### config.mk
export PLATFORM = sky130hd
export DESIGN_NAME = sdram_port_arbiter
export DESIGN_NICKNAME = d
export VERILOG_FILES = /design/src/rtl/sdram_port_arbiter.sv
export SDC_FILE = /design/constraint.sdc
export NUM_CORES = 1
export LEC_CHECK = 0
export BUFFER_PORTS_ARGS = -buffer_cell sky130_fd_sc_hd__buf_2
export CORE_AREA = 5 5 178 180
export CTS_BUF_LIST = sky130_fd_sc_hd__clkbuf_16
export DETAILED_ROUTE_END_ITERATION = 10
export DIE_AREA = 0 0 183 185
export GPL_TIMING_DRIVEN = 0
export PLACE_DENSITY_LB_ADDON = 0.1
export REMOVE_ABC_BUFFERS = 1
export SLEW_MARGIN = 15
export SYNTH_ARGS = -nofsm -noshare
export SYNTH_HDL_FRONTEND = slang
export SYNTH_SLANG_ARGS = --single-unit
export TNS_END_PERCENT = 5
### constraint.sdc
create_clock -name clk -period 3.2 [get_ports clk]
set_clock_uncertainty 0.2 [all_clocks]
set_input_delay 0 -clock clk [delete_from_list [all_inputs] [get_ports clk]]
set_output_delay 0 -clock clk [all_outputs]
set_load 0.005 [all_outputs]
### src/rtl/sdram_port_arbiter.sv
// Round-robin arbiter sharing one SDRAM controller FIFO set among NUM_PORTS requesters.
// Define SDRAM_ARB_PORT0_PRIO_EN to give port 0 absolute priority over the round-robin ports.
module sdram_port_arbiter #(
    parameter int unsigned NUM_PORTS    = 2,
    parameter int unsigned TAG_ADDR_LEN = 4
) (
    input  logic                    clk,
    input  logic                    rst_i,
    input  logic [NUM_PORTS-1:0]    req_valid_i,
    output logic [NUM_PORTS-1:0]    req_ready_o,
    input  logic [NUM_PORTS-1:0]    req_we_i,
    input  logic [NUM_PORTS-1:0]    req_burst_i,
    input  logic [NUM_PORTS*24-1:0] req_addr_i,
    input  logic [NUM_PORTS*16-1:0] req_data_i,
    output logic [NUM_PORTS-1:0]    rsp_valid_o,
    output logic [15:0]             rsp_data_o,
    output logic [NUM_PORTS-1:0]    rsp_burst_valid_o,
    output logic [127:0]            rsp_burst_data_o,
    output logic [40:0]             cmd_d_o,
    output logic                    cmd_enq_o,
    input  logic                    cmd_alm_full_i,
    output logic [31:0]             burst_d_o,
    output logic                    burst_enq_o,
    input  logic                    burst_alm_full_i,
    input  logic [15:0]             rd_q_i,
    output logic                    rd_deq_o,
    input  logic                    rd_empty_i,
    input  logic [127:0]            rd_burst_q_i,
    output logic                    rd_burst_deq_o,
    input  logic                    rd_burst_empty_i,
    output logic                    err_o
);
    localparam int unsigned PW    = $clog2(NUM_PORTS);
    localparam int unsigned IW    = PW + 1;
    localparam int unsigned DEPTH = 1 << TAG_ADDR_LEN;
    localparam int unsigned CW    = TAG_ADDR_LEN + 1;

    typedef enum logic [1:0] {StIdle, StDeq, StCapture} rsp_state_e;

    // Class index 0 = single read, 1 = burst read.
    logic [PW-1:0]           tag_mem   [2][DEPTH];
    logic [TAG_ADDR_LEN-1:0] tag_wp_q  [2];
    logic [TAG_ADDR_LEN-1:0] tag_rp_q  [2];
    logic [CW-1:0]           tag_cnt_q [2];
    logic [1:0]              tag_full, push, pop, orphan, deq, capture, data_empty;
    rsp_state_e              st_q [2];
    rsp_state_e              st_d [2];

    logic [NUM_PORTS-1:0] eligible;
    logic [PW-1:0]        rr_q, rr_d, win;
    logic [IW-1:0]        idx;
    logic                 grant, win_we, win_burst;
    logic [23:0]          win_addr;
    logic [15:0]          win_data;

    logic [40:0]          cmd_d_q;
    logic [31:0]          burst_d_q;
    logic                 cmd_enq_q, burst_enq_q, err_q;
    logic [NUM_PORTS-1:0] rsp_valid_q, rsp_burst_valid_q;
    logic [15:0]          rsp_data_q;
    logic [127:0]         rsp_burst_q;

    always_comb begin
        for (int c = 0; c < 2; c++) begin
            tag_full[c] = (tag_cnt_q[c] == CW'(DEPTH));
        end
    end

    // No grant while in reset so that no request is acknowledged and then lost.
    always_comb begin
        eligible = '0;
        for (int p = 0; p < NUM_PORTS; p++) begin
            if (req_we_i[p]) begin
                eligible[p] = req_valid_i[p] && !rst_i && !cmd_alm_full_i;
            end else if (req_burst_i[p]) begin
                eligible[p] = req_valid_i[p] && !rst_i && !burst_alm_full_i && !tag_full[1];
            end else begin
                eligible[p] = req_valid_i[p] && !rst_i && !cmd_alm_full_i && !tag_full[0];
            end
        end
    end

    always_comb begin
        grant = 1'b0;
        win   = '0;
        idx   = '0;
        for (int unsigned i = 0; i < NUM_PORTS; i++) begin
            idx = {1'b0, rr_q} + IW'(i);
            if (idx >= IW'(NUM_PORTS)) idx = idx - IW'(NUM_PORTS);
            if (!grant && eligible[idx[PW-1:0]]) begin
                grant = 1'b1;
                win   = idx[PW-1:0];
            end
        end
`ifdef SDRAM_ARB_PORT0_PRIO_EN
        if (eligible[0]) begin
            grant = 1'b1;
            win   = '0;
        end
`endif
    end

    always_comb begin
        rr_d = rr_q;
        if (grant) rr_d = (win == PW'(NUM_PORTS - 1)) ? '0 : win + 1'b1;
`ifdef SDRAM_ARB_PORT0_PRIO_EN
        if (grant && win == '0) rr_d = rr_q;
`endif
    end

    always_comb begin
        req_ready_o = '0;
        if (grant) req_ready_o[win] = 1'b1;
    end

    assign win_we    = req_we_i[win];
    assign win_burst = !win_we && req_burst_i[win];
    assign win_addr  = req_addr_i[win*24 +: 24];
    assign win_data  = req_data_i[win*16 +: 16];
    assign push[0]   = grant && !win_we && !win_burst;
    assign push[1]   = grant && win_burst;

    always_ff @(posedge clk) begin
        if (rst_i) begin
            rr_q        <= '0;
            cmd_d_q     <= '0;
            burst_d_q   <= '0;
            cmd_enq_q   <= 1'b0;
            burst_enq_q <= 1'b0;
        end else begin
            rr_q        <= rr_d;
            cmd_enq_q   <= grant && !win_burst;
            burst_enq_q <= grant && win_burst;
            if (grant && !win_burst) cmd_d_q <= {win_we, win_addr, win_data};
            if (grant && win_burst) burst_d_q <= {8'h00, win_addr};
        end
    end

    always_ff @(posedge clk) begin
        for (int c = 0; c < 2; c++) begin
            if (push[c]) tag_mem[c][tag_wp_q[c]] <= win;
            if (rst_i) begin
                tag_wp_q[c]  <= '0;
                tag_rp_q[c]  <= '0;
                tag_cnt_q[c] <= '0;
            end else begin
                if (push[c]) tag_wp_q[c] <= tag_wp_q[c] + 1'b1;
                if (pop[c]) tag_rp_q[c] <= tag_rp_q[c] + 1'b1;
                if (push[c] && !pop[c]) tag_cnt_q[c] <= tag_cnt_q[c] + 1'b1;
                else if (!push[c] && pop[c]) tag_cnt_q[c] <= tag_cnt_q[c] - 1'b1;
            end
        end
    end

    assign data_empty = {rd_burst_empty_i, rd_empty_i};

    always_ff @(posedge clk) begin
        for (int c = 0; c < 2; c++) begin
            st_q[c] <= rst_i ? StIdle : st_d[c];
        end
    end

    always_comb begin
        for (int c = 0; c < 2; c++) begin
            st_d[c] = st_q[c];
            unique case (st_q[c])
                StIdle:    if (!data_empty[c]) st_d[c] = StDeq;
                StDeq:     st_d[c] = StCapture;
                StCapture: st_d[c] = StIdle;
                default:   st_d[c] = StIdle;
            endcase
        end
    end

    always_comb begin
        for (int c = 0; c < 2; c++) begin
            deq[c]     = (st_q[c] == StDeq);
            capture[c] = (st_q[c] == StCapture);
            pop[c]     = capture[c] && (tag_cnt_q[c] != '0);
            orphan[c]  = capture[c] && (tag_cnt_q[c] == '0);
        end
    end

    always_ff @(posedge clk) begin
        if (rst_i) begin
            rsp_valid_q       <= '0;
            rsp_burst_valid_q <= '0;
            rsp_data_q        <= '0;
            rsp_burst_q       <= '0;
            err_q             <= 1'b0;
        end else begin
            rsp_valid_q       <= '0;
            rsp_burst_valid_q <= '0;
            if (pop[0]) begin
                rsp_valid_q[tag_mem[0][tag_rp_q[0]]] <= 1'b1;
                rsp_data_q                           <= rd_q_i;
            end
            if (pop[1]) begin
                rsp_burst_valid_q[tag_mem[1][tag_rp_q[1]]] <= 1'b1;
                rsp_burst_q                                <= rd_burst_q_i;
            end
            if (|orphan) err_q <= 1'b1;
        end
    end

    assign cmd_d_o           = cmd_d_q;
    assign cmd_enq_o         = cmd_enq_q;
    assign burst_d_o         = burst_d_q;
    assign burst_enq_o       = burst_enq_q;
    assign rd_deq_o          = deq[0];
    assign rd_burst_deq_o    = deq[1];
    assign rsp_valid_o       = rsp_valid_q;
    assign rsp_data_o        = rsp_data_q;
    assign rsp_burst_valid_o = rsp_burst_valid_q;
    assign rsp_burst_data_o  = rsp_burst_q;
    assign err_o             = err_q;

endmodule
; ---- Word-level counts from Yosys, hierarchy flattened
; Memory sizes are Yosys's and may differ from the RTL's.
; Index checks and enable logic that the tools add are counted.
[word_totals]
regBits = 217
ram_bits = 62
output_inout_bits = 228
wordCells = 200
mem_count = 5
[memory_table]
columns = memory, words, word_bits, rd, rd_ports_with_merged_regs, write_ports, line
row1 = tag_mem, 2, 16, 2, 0, 1, 41  ; logic [PW-1:0] tag_mem [2][DEPTH];
row2 = tag_cnt_q, 2, 5, 2, 0, 2, 44  ; logic [CW-1:0] tag_cnt_q [2];
row3 = tag_rp_q, 2, 4, 2, 0, 2, 43  ; logic [TAG_ADDR_LEN-1:0] tag_rp_q [2];
row4 = tag_wp_q, 2, 4, 2, 0, 2, 42  ; logic [TAG_ADDR_LEN-1:0] tag_wp_q [2];
row5 = st_q, 2, 2, 2, 0, 2, 46  ; rsp_state_e st_q [2];
[classes]
addsub = 12
n_mul = 1
n_lt_le_gt_ge = 16
n_eq_ne = 6
n_shift = 2
mux = 83
bitwise_logic = 14
n_reduce_logical = 51
[ops]
columns = operator, count
row1 = $mux W16, 4
row2 = $mux W1, 57
row3 = $shiftx A48 B7 Y24, 1
row4 = $shiftx A32 B6 Y16, 1
row5 = $logic_and A1 B1 Y1, 29
row6 = $ge A5 B5 Y1 const B, 4
row7 = $mux W5, 4
row8 = $not A4 Y5, 4
row9 = $add A4 B1 Y4 const B, 4
row10 = $mux W4, 4
row11 = $reduce_or A16 Y1, 1
row12 = $logic_not A1 Y1, 12
row13 = $add A5 B1 Y5 const B, 2
row14 = $eq A5 B5 Y1 const B, 2
row15 = $logic_not A5 Y1, 2
row16 = $lt A1 B2 Y1 const B, 5
row17 = $lt A5 B1 Y1 const B, 2
row18 = $mux W2, 5
row19 = $reduce_bool A5 Y1, 2
row20 = $sub A5 B1 Y5 const B, 2
row21 = $bmux W1 S4, 2
row22 = $demux W1 S4, 2
row23 = $or A1 B1 Y1, 8
row24 = $pmux W2 S2, 2
row25 = 13 further kinds, 24

; ---- Depth between registers and ports, before layout
; Gate-level depths: netlist of run 1.
[logic_depth]
depth_word = 25
depth_mapped = 17
ltp_nobuf = 15

; ---- Least setup slack after synthesis of run 1
; Ideal clock, no wire load.
[synth_path]
path_kind = register to register
start = memory tag_cnt_q[0][0] (netlist bit)
end = memory tag_cnt_q[1][4] (netlist bit) (data pin)
t_arrival_ps = 2942
slack_ps = -199
path_stages_with_launch = 18
n_path_buf = 2
synth_period_minus_slack_ps = 3399
path_cell_list = edfxtp_1 > inv_1 > ha_1 > nor3b_4 > a311oi_2 > o21ai_2 > and4bb_1 > buf_2 > a22oi_1 > buf_4 > nand2_1 > inv_1 > ha_1 > a21o_1 > a21oi_1 > xnor2_1 > nand3_1 > o21ai_1
[synth_rtl]
columns = element, line
row1 = from (decl), 44

==> results.toml, run 1 <==
[floorplan]
die_w_um = 183
core.rowCount = 64
die_h_um = 185
coreArea_um2 = 30000
start_util_pct = 38.2
die_area_um2 = 33900
ios = 464

[final_layout]
syn2layout_area_growth_pct = 63.1
nNetsFinal = 2187
fin_area_um2 = 18700
drive_gt1_share_pct = 31.8

[outcome]
status = "finished clean"

[worst_setup_path]
critPathBufInv = 2
critPathTopFamily = "compound AO/OA/AOI/OAI gates"
start_kind = "register"
cp_data_arrival_time_ns = 3.25
cpPeakStageDelay_ns = 0.42
crit_chain = "inv_2, ha_4, nor3b_4, a311oi_4, o211ai_2, nor3b_4, a22oi_2, nand2_2, inv_2, ha_1, a21o_1, a21oi_2, xor2_1, nor2_1"
cpMaxStageDelayCell = "edfxtp_1"
cp_data_required_time_ns = 3.29
critPathMaxFanout = 3
path_class = "reg2reg"
cp-end-kind = "register"

[sta]
tightest_slew_ns = 0.777
slew_viol_final = 0
worst_slack_ns = 0.0437
setup_viol = 0
rsz0062_at_grt = "true"
hold_violations = 0
timing.fmax_mhz = 317
finalCritPeriodShare_pct = 98.6
whs_ns = 0.0430
tns_ns = 0
relSlewSlack_pct = 48.0
fin_crit_ns = 3.16

[placement]
dpl-instance-area_um2 = 14200
portBuffers = 455
gp_congestion = 0.763
hpwl_um = 25000
pre_cts_slack_ns = -0.644

[global_route]
grt_max_degree = 122
grt_pass1_wl_um = 60200
grt_pass1_vias = 11700
grt_use_total_pct = 21.5
grt_remaining_overflow = 0
antenna_found_initial = 0

[clock_network]
cts_root_buffer = "clkbuf_16"
numCtsBuffers = 31
h-tree-depth = 1
insertion_delay_ns = 0.54
cts.sinks = 279
cts_buffer_depth = 3
clkTransAtPathRegs_ns = 0.06
cts_tree = "built"

[detailed_routing]
first_pass_iters = 5
vias = 11400
post_drt_wl_per_cell_um = 16.9
wirelength_um = 39800
ant_nets = 0
vias_per_cell = 4.85
drc = 0
drt_iter0_drc = 515

[flow_run]
maxCapViolations = 0

[synth]
avgSynthCellArea_um2 = 9.56
synth_cell_types = 57
synth_top_cell_by_area = "dfxtp_1"
yosysMostFrequentCell = "nand2_1"
yosysSeqAreaShare_pct = 53.8
ys_seq_elements = 279
synth_area_um2 = 11500
async_flop_share_pct = 0
synth_area_leaders = "dfxtp_1, edfxtp_1, nand2_1, a21oi_1, a211oi_2"
synth_edf_count = 58
synth_flop_cell = "dfxtp_1"
yosys_warnings = 0
synth_cells = 1199
synth_common_cells = "nand2_1, dfxtp_1, a21oi_1, nor2_1, clkbuf_1"
yosys.area.top_type_share_pct = 38.6

[worst_hold_path]
hp-class = "in2reg"

[power_and_ir_drop]
p_total_mw = 9.01
p_leak_nw = 8.12
power.density_nw_per_um2 = 482
ir_drop_v = 0.000451
## registers in the layout, indices dropped and copies added (netlist names)
register and cells:
tag_wp_q 8, cmd_d_o 41, tag_mem 32, tag_rp_q 8, rr_q 1, rsp_burst_data_o 128
err_o 1, burst_enq_o 1, rsp_burst_valid_o 2, rsp_data_o 16, cmd_enq_o 1, rsp_valid_o 2
tag_cnt_q 10, burst_d_o 24, st_q 4
## cell type report
cell class                      count  area [um2]
Sequential cell                   279        6170
Antenna cell                        1        2.50
Tap cell                          396         495
Multi-Input combinational cell    816        4920
Clock buffer                       32         801
Inverter                           13        51.3
Timing Repair Buffer              793        5900
Fill cell                        2465       11300
Clock inverter                     25         373
## where the power goes
group / total [mW] / leakage [nW] / internal, mW / switching [mW]
Combinational: 1.15 / 5.18 / 0.625 / 0.529
Clock: 4.05 / 0.582 / 2.61 / 1.44
Sequential: 3.81 / 2.36 / 3.72 / 0.0907
## cell families after synthesis
kind of cell	after synthesis	share of synthesized area, %
and+or+nand+nor	485	18.8
DFF	279	53.8
adders and majority gates	17	1.92
AOI/OAI and AO/OA	236	13.6
other	1	0.0327
xor gates and xnor gates	16	1.22
muxes	52	5.64
buffers and inverters	113	4.95
## timing repair
item / in CTS / in global routing
gates cloned: 1 / 2
setup buffers: 7 / 4
endpoints found under the hold margin: 253 / 0
resized for setup: 10 / 12
hold buffers: 308 / 0
setup endpoints to repair: 96 / 79
pin swaps: 7 / 4
## placed cells by master (no fill, tap or decap), drive strengths merged, types with 11 or more instances in the layout
master and n:
inv 15, mux2i 41, nand2 304, clkbuf 33, dlygate4sd3 308, nor3 21
ha 16, nand3b 24, nor2 72, a21oi 151, nor2b 11, clkinv 12
dfxtp 221, a211oi 42, buf 484, o21ai 30, edfxtp 58
## per-layer routing
| layer | wire length [um] | track usage, % | up-vias | part of all wire (%) |
|---|---|---|---|---|
| met5 | 0 | 0 | - | 0 |
| met3 | 2660 | 5.81 | 130 | 6.7 |
| met2 | 19700 | 38.1 | 405 | 50 |
| li1 | - | - | 5526 | - |
| met4 | 2410 | 11.0 | 0 | 6.1 |
| met1 | 15000 | 23.8 | 5355 | 38 |
## path summary, 6_finish.rpt
check,startpoint,to,slack (ns),cells past startpoint
setup / recovery,tag_cnt_q[0][1],tag_cnt_q[1][3],0.04,14
hold / removal,rd_burst_q_i[54],rsp_burst_data_o[54],0.04,4
setup reg to reg,tag_cnt_q[0][1],tag_cnt_q[1][3],0.04,14
hold reg to reg,rsp_burst_data_o[34],rsp_burst_data_o[34],0.25,2
## metrics by stage
step           util [%]  instances
6_report           62.3       2355
5_1_grt            62.3       2354
4_1_cts            61.9       2348
3_5_place_dp       47.4       1975
3_3_place_gp       45.8       1957
2_1_floorplan         -       1106
## worst min-delay path: stages
cell and delay [ns]:
dlygate4sd3_1 0.53, buf_2 0.12, nand2_1 0.05, a21oi_1 0.05
(Power assumes the default switching activity.)
==> inputs of run 2 (changes only) <==
--- a/config.mk
+++ b/config.mk
@@ -5,11 +5,12 @@
 export SDC_FILE = /design/constraint.sdc
 export NUM_CORES = 1
 export LEC_CHECK = 0
+export ABC_AREA = 1
 export BUFFER_PORTS_ARGS = -buffer_cell sky130_fd_sc_hd__buf_2
-export CORE_AREA = 5 5 178 180
+export CORE_AREA = 5 5 176 178
 export CTS_BUF_LIST = sky130_fd_sc_hd__clkbuf_16
 export DETAILED_ROUTE_END_ITERATION = 10
-export DIE_AREA = 0 0 183 185
+export DIE_AREA = 0 0 181 183
 export GPL_TIMING_DRIVEN = 0
 export PLACE_DENSITY_LB_ADDON = 0.1
 export REMOVE_ABC_BUFFERS = 1
==> results.toml, run 2 <==
[outcome]
status = "finished, violations left"
violations = "hold timing"

[final_layout]
nNetsFinal = 2392
multi_input_area_um2 = 4670
syn2layout_area_growth_pct = 60.3
largest_reg_flops = 128
mostFrequentLayoutCell = "nand2_1"
final_cell_mix = "nand2_1, buf_2, dlygate4sd3_1"
postLayoutCoreUtil_pct = 61.5
seqCellArea_um2 = 6170
diodes = 0
drive_gt1_share_pct = 26.2
n_fill_cell = 2504

[floorplan]
start_util_pct = 38.3
die_h_um = 183
ios = 464
coreArea_um2 = 29200
die_w_um = 181
core.rowCount = 63
die_area_um2 = 33100

[synth]
synthXorXnorAreaFrac_pct = 1.33
ys_seq_elements = 279
synth_cells = 1414
synth_flop_cell = "dfxtp_1"
yosys_warnings = 0
synth_adder_area_share_pct = 1.96
yosysSeqAreaShare_pct = 55.0
synth_compound_area_share_pct = 10.5
synth_top_cell_by_area = "dfxtp_1"
synth_top_family_by_area = "simple AND/OR/NAND/NOR gates"
synth_cell_types = 34
synthSimpleGateAreaFrac_pct = 25.7
synth_common_cells = "nand2_1, dfxtp_1, a21oi_1, nor2_1, edfxtp_1"
yosys.area.top_type_share_pct = 39.5
synth.mux.area_fraction_pct = 0
yosysMostFrequentCell = "nand2_1"
async_flop_share_pct = 0
synth_area_leaders = "dfxtp_1, nand2_1, edfxtp_1, a21oi_1, nor2_1"
synth_edf_count = 58
synth_area_um2 = 11200
avgSynthCellArea_um2 = 7.93

[sta]
tightest_slew_ns = 0.665
fin_crit_ns = 3.11
finalCritPeriodShare_pct = 97.1
slew_viol_final = 0
timing.fmax_mhz = 322
whs_ns = -0.0353
relSlewSlack_pct = 55.5
rsz0062_at_grt = "true"
hold_violations = 9
setup_viol = 0
worst_slack_ns = 0.0939

[global_route]
antenna_found_initial = 0
grt_pass1_wl_um = 64200
grt_pass1_vias = 12100
grt_remaining_overflow = 0
grt_max_degree = 91
grt_use_total_pct = 23.4

[worst_setup_path]
endpoint = "tag_cnt_q[1][4]"
cpMaxStageDelayCell = "fa_2"
cp-end-kind = "register"
startpoint = "tag_cnt_q[0][0]"
start_kind = "register"
r2r_slack_ns = 0.09
r2r-end = "tag_cnt_q[1][4]"
critPathTopFamily = "simple AND/OR/NAND/NOR gates"
cp.depth = 18
timing.rr.start = "tag_cnt_q[0][0]"
critPathBufInv = 2
crit_top_cell = "nand2_1"
path_class = "reg2reg"
reg2reg_depth = 18
crit_chain = "inv_2, ha_1, nand4_1, nand2_1, nand2_1, nand2_2, nor2_4, nand2_8, nand2_1, nand2_4, nand3_4, nand3_4, fa_2, o21ai_2, xor2_1, inv_1, nor2_1, a21oi_1"
critPathMaxFanout = 5
cp_data_arrival_time_ns = 3.20
cp_data_required_time_ns = 3.29
cpPeakStageDelay_ns = 0.41

[clock_network]
cts_root_buffer = "clkbuf_16"
h-tree-depth = 1
numCtsBuffers = 31
insertion_delay_ns = 0.55
cts_buffer_depth = 3
cts.sinks = 279
cts_tree = "built"
clkTransAtPathRegs_ns = 0.06

[detailed_routing]
first_pass_iters = 5
post_drt_wl_per_cell_um = 16.3
wirelength_um = 41600
drc = 0
ant_nets = 0
vias_per_cell = 4.74
vias = 12100
drt_iter0_drc = 576

[worst_hold_path]
hp-class = "in2reg"

[power_and_ir_drop]
power.density_nw_per_um2 = 465
ir_drop_v = 0.000408
p_leak_nw = 8.39
p_total_mw = 8.36

[placement]
hpwl_um = 24400
gp_congestion = 0.834
pre_cts_slack_ns = -2.04
portBuffers = 455

[flow_run]
maxCapViolations = 0
-- run 2: cell types whose count changed in the layout (fill, tap and decap cells not counted), moves of 12 or more --
cell	before	now
nand2_1	303	512
nor2_1	70	154
a211oi_2	40	0
mux2i_1	39	0
inv_1	11	41
o21ai_0	24	54
nand3_1	10	37
nand3b_1	24	0
nor3_1	17	3
dlygate4sd3_1	308	296
-- run 2: power breakdown --
group	switching [mW]	total (mW)	internal (mW)
Sequential	0.0910	3.82	3.73
Combinational	0.580	1.15	0.570
Clock	1.46	3.39	1.93
-- run 2: per-stage QoR --
stage,hold slack [ns],setup TNS (ns),cells,cell area (um2)
after global routing,0.000614,-0.383,2554,18000
after CTS,-0.279,-0.0592,2546,17800
after detailed placement,-0.0279,-127.36,2180,13700
final,-0.0353,0,2554,18000
after floorplan,-0.131,-452.31,1331,10800
after global placement,-0.0368,-1606.33,2176,13600
-- run 2: worst min path at each step --
stage	from	end	slack, ns	cells past startpoint
6_report	rst_i	rsp_burst_data_o[0]	-0.04	3
5_1_grt	rst_i	rsp_burst_data_o[122]	0.0006	3
4_1_cts	rst_i	rsp_data_o[9]	-0.28	2
3_5_place_dp	rd_empty_i	st_q[0][0]	-0.03	2
3_3_place_gp	rd_burst_empty_i	st_q[0][2]	-0.04	2
2_1_floorplan	rst_i	rr_q	-0.13	1
-- run 2: cell families (layout without fill, tap and decap cells) --
group                      count (synthesis)  in the layout
xor gates and xnor gates                  17             17
AOI/OAI and AO/OA                        228            228
other                                      1              8
adders and majority gates                 17             17
buffers and inverters                    138            876
and+or+nand+nor                          734            739
DFF                                      279            279
-- run 2: final cells by class --
class / count / share of cell area [%]
multi-input cells: 1009 / 26.0
well taps: 390 / 2.72
clock inverters: 27 / 1.07
repair inverters: 1 / 0.0278
inverters: 48 / 1.22
flip-flops and latches: 279 / 34.3
repair buffers: 769 / 30.3
clock buffers: 31 / 4.32
-- run 2: routing by layer --
metal,GRT usage [%],routed length (um),up-vias
li1,-,-,5997
met1,27.6,16300,5510
met2,40.7,20100,497
met3,6.56,3510,93
met4,9.25,1700,0
met5,0,0,-
-- run 2: repair_timing --
action	in CTS	in global routing
buffers inserted	10	4
resized for setup	21	18
pin swaps	7	2
setup endpoints to repair	104	87
hold buffers	293	3
endpoints found under the hold margin	217	15
gates cloned	5	1
-- run 2: worst register-to-register path: stages (launching register included) --
cell and delay, ns:
edfxtp_1 0.39, inv_2 0.07, ha_1 0.23, nand4_1 0.10, nand2_1 0.05, nand2_1 0.07, nand2_2 0.09, nor2_4 0.22
nand2_8 0.08, nand2_1 0.11, nand2_4 0.08, nand3_4 0.07, nand3_4 0.10, fa_2 0.41, o21ai_2 0.16, xor2_1 0.21
inv_1 0.06, nor2_1 0.09, a21oi_1 0.05
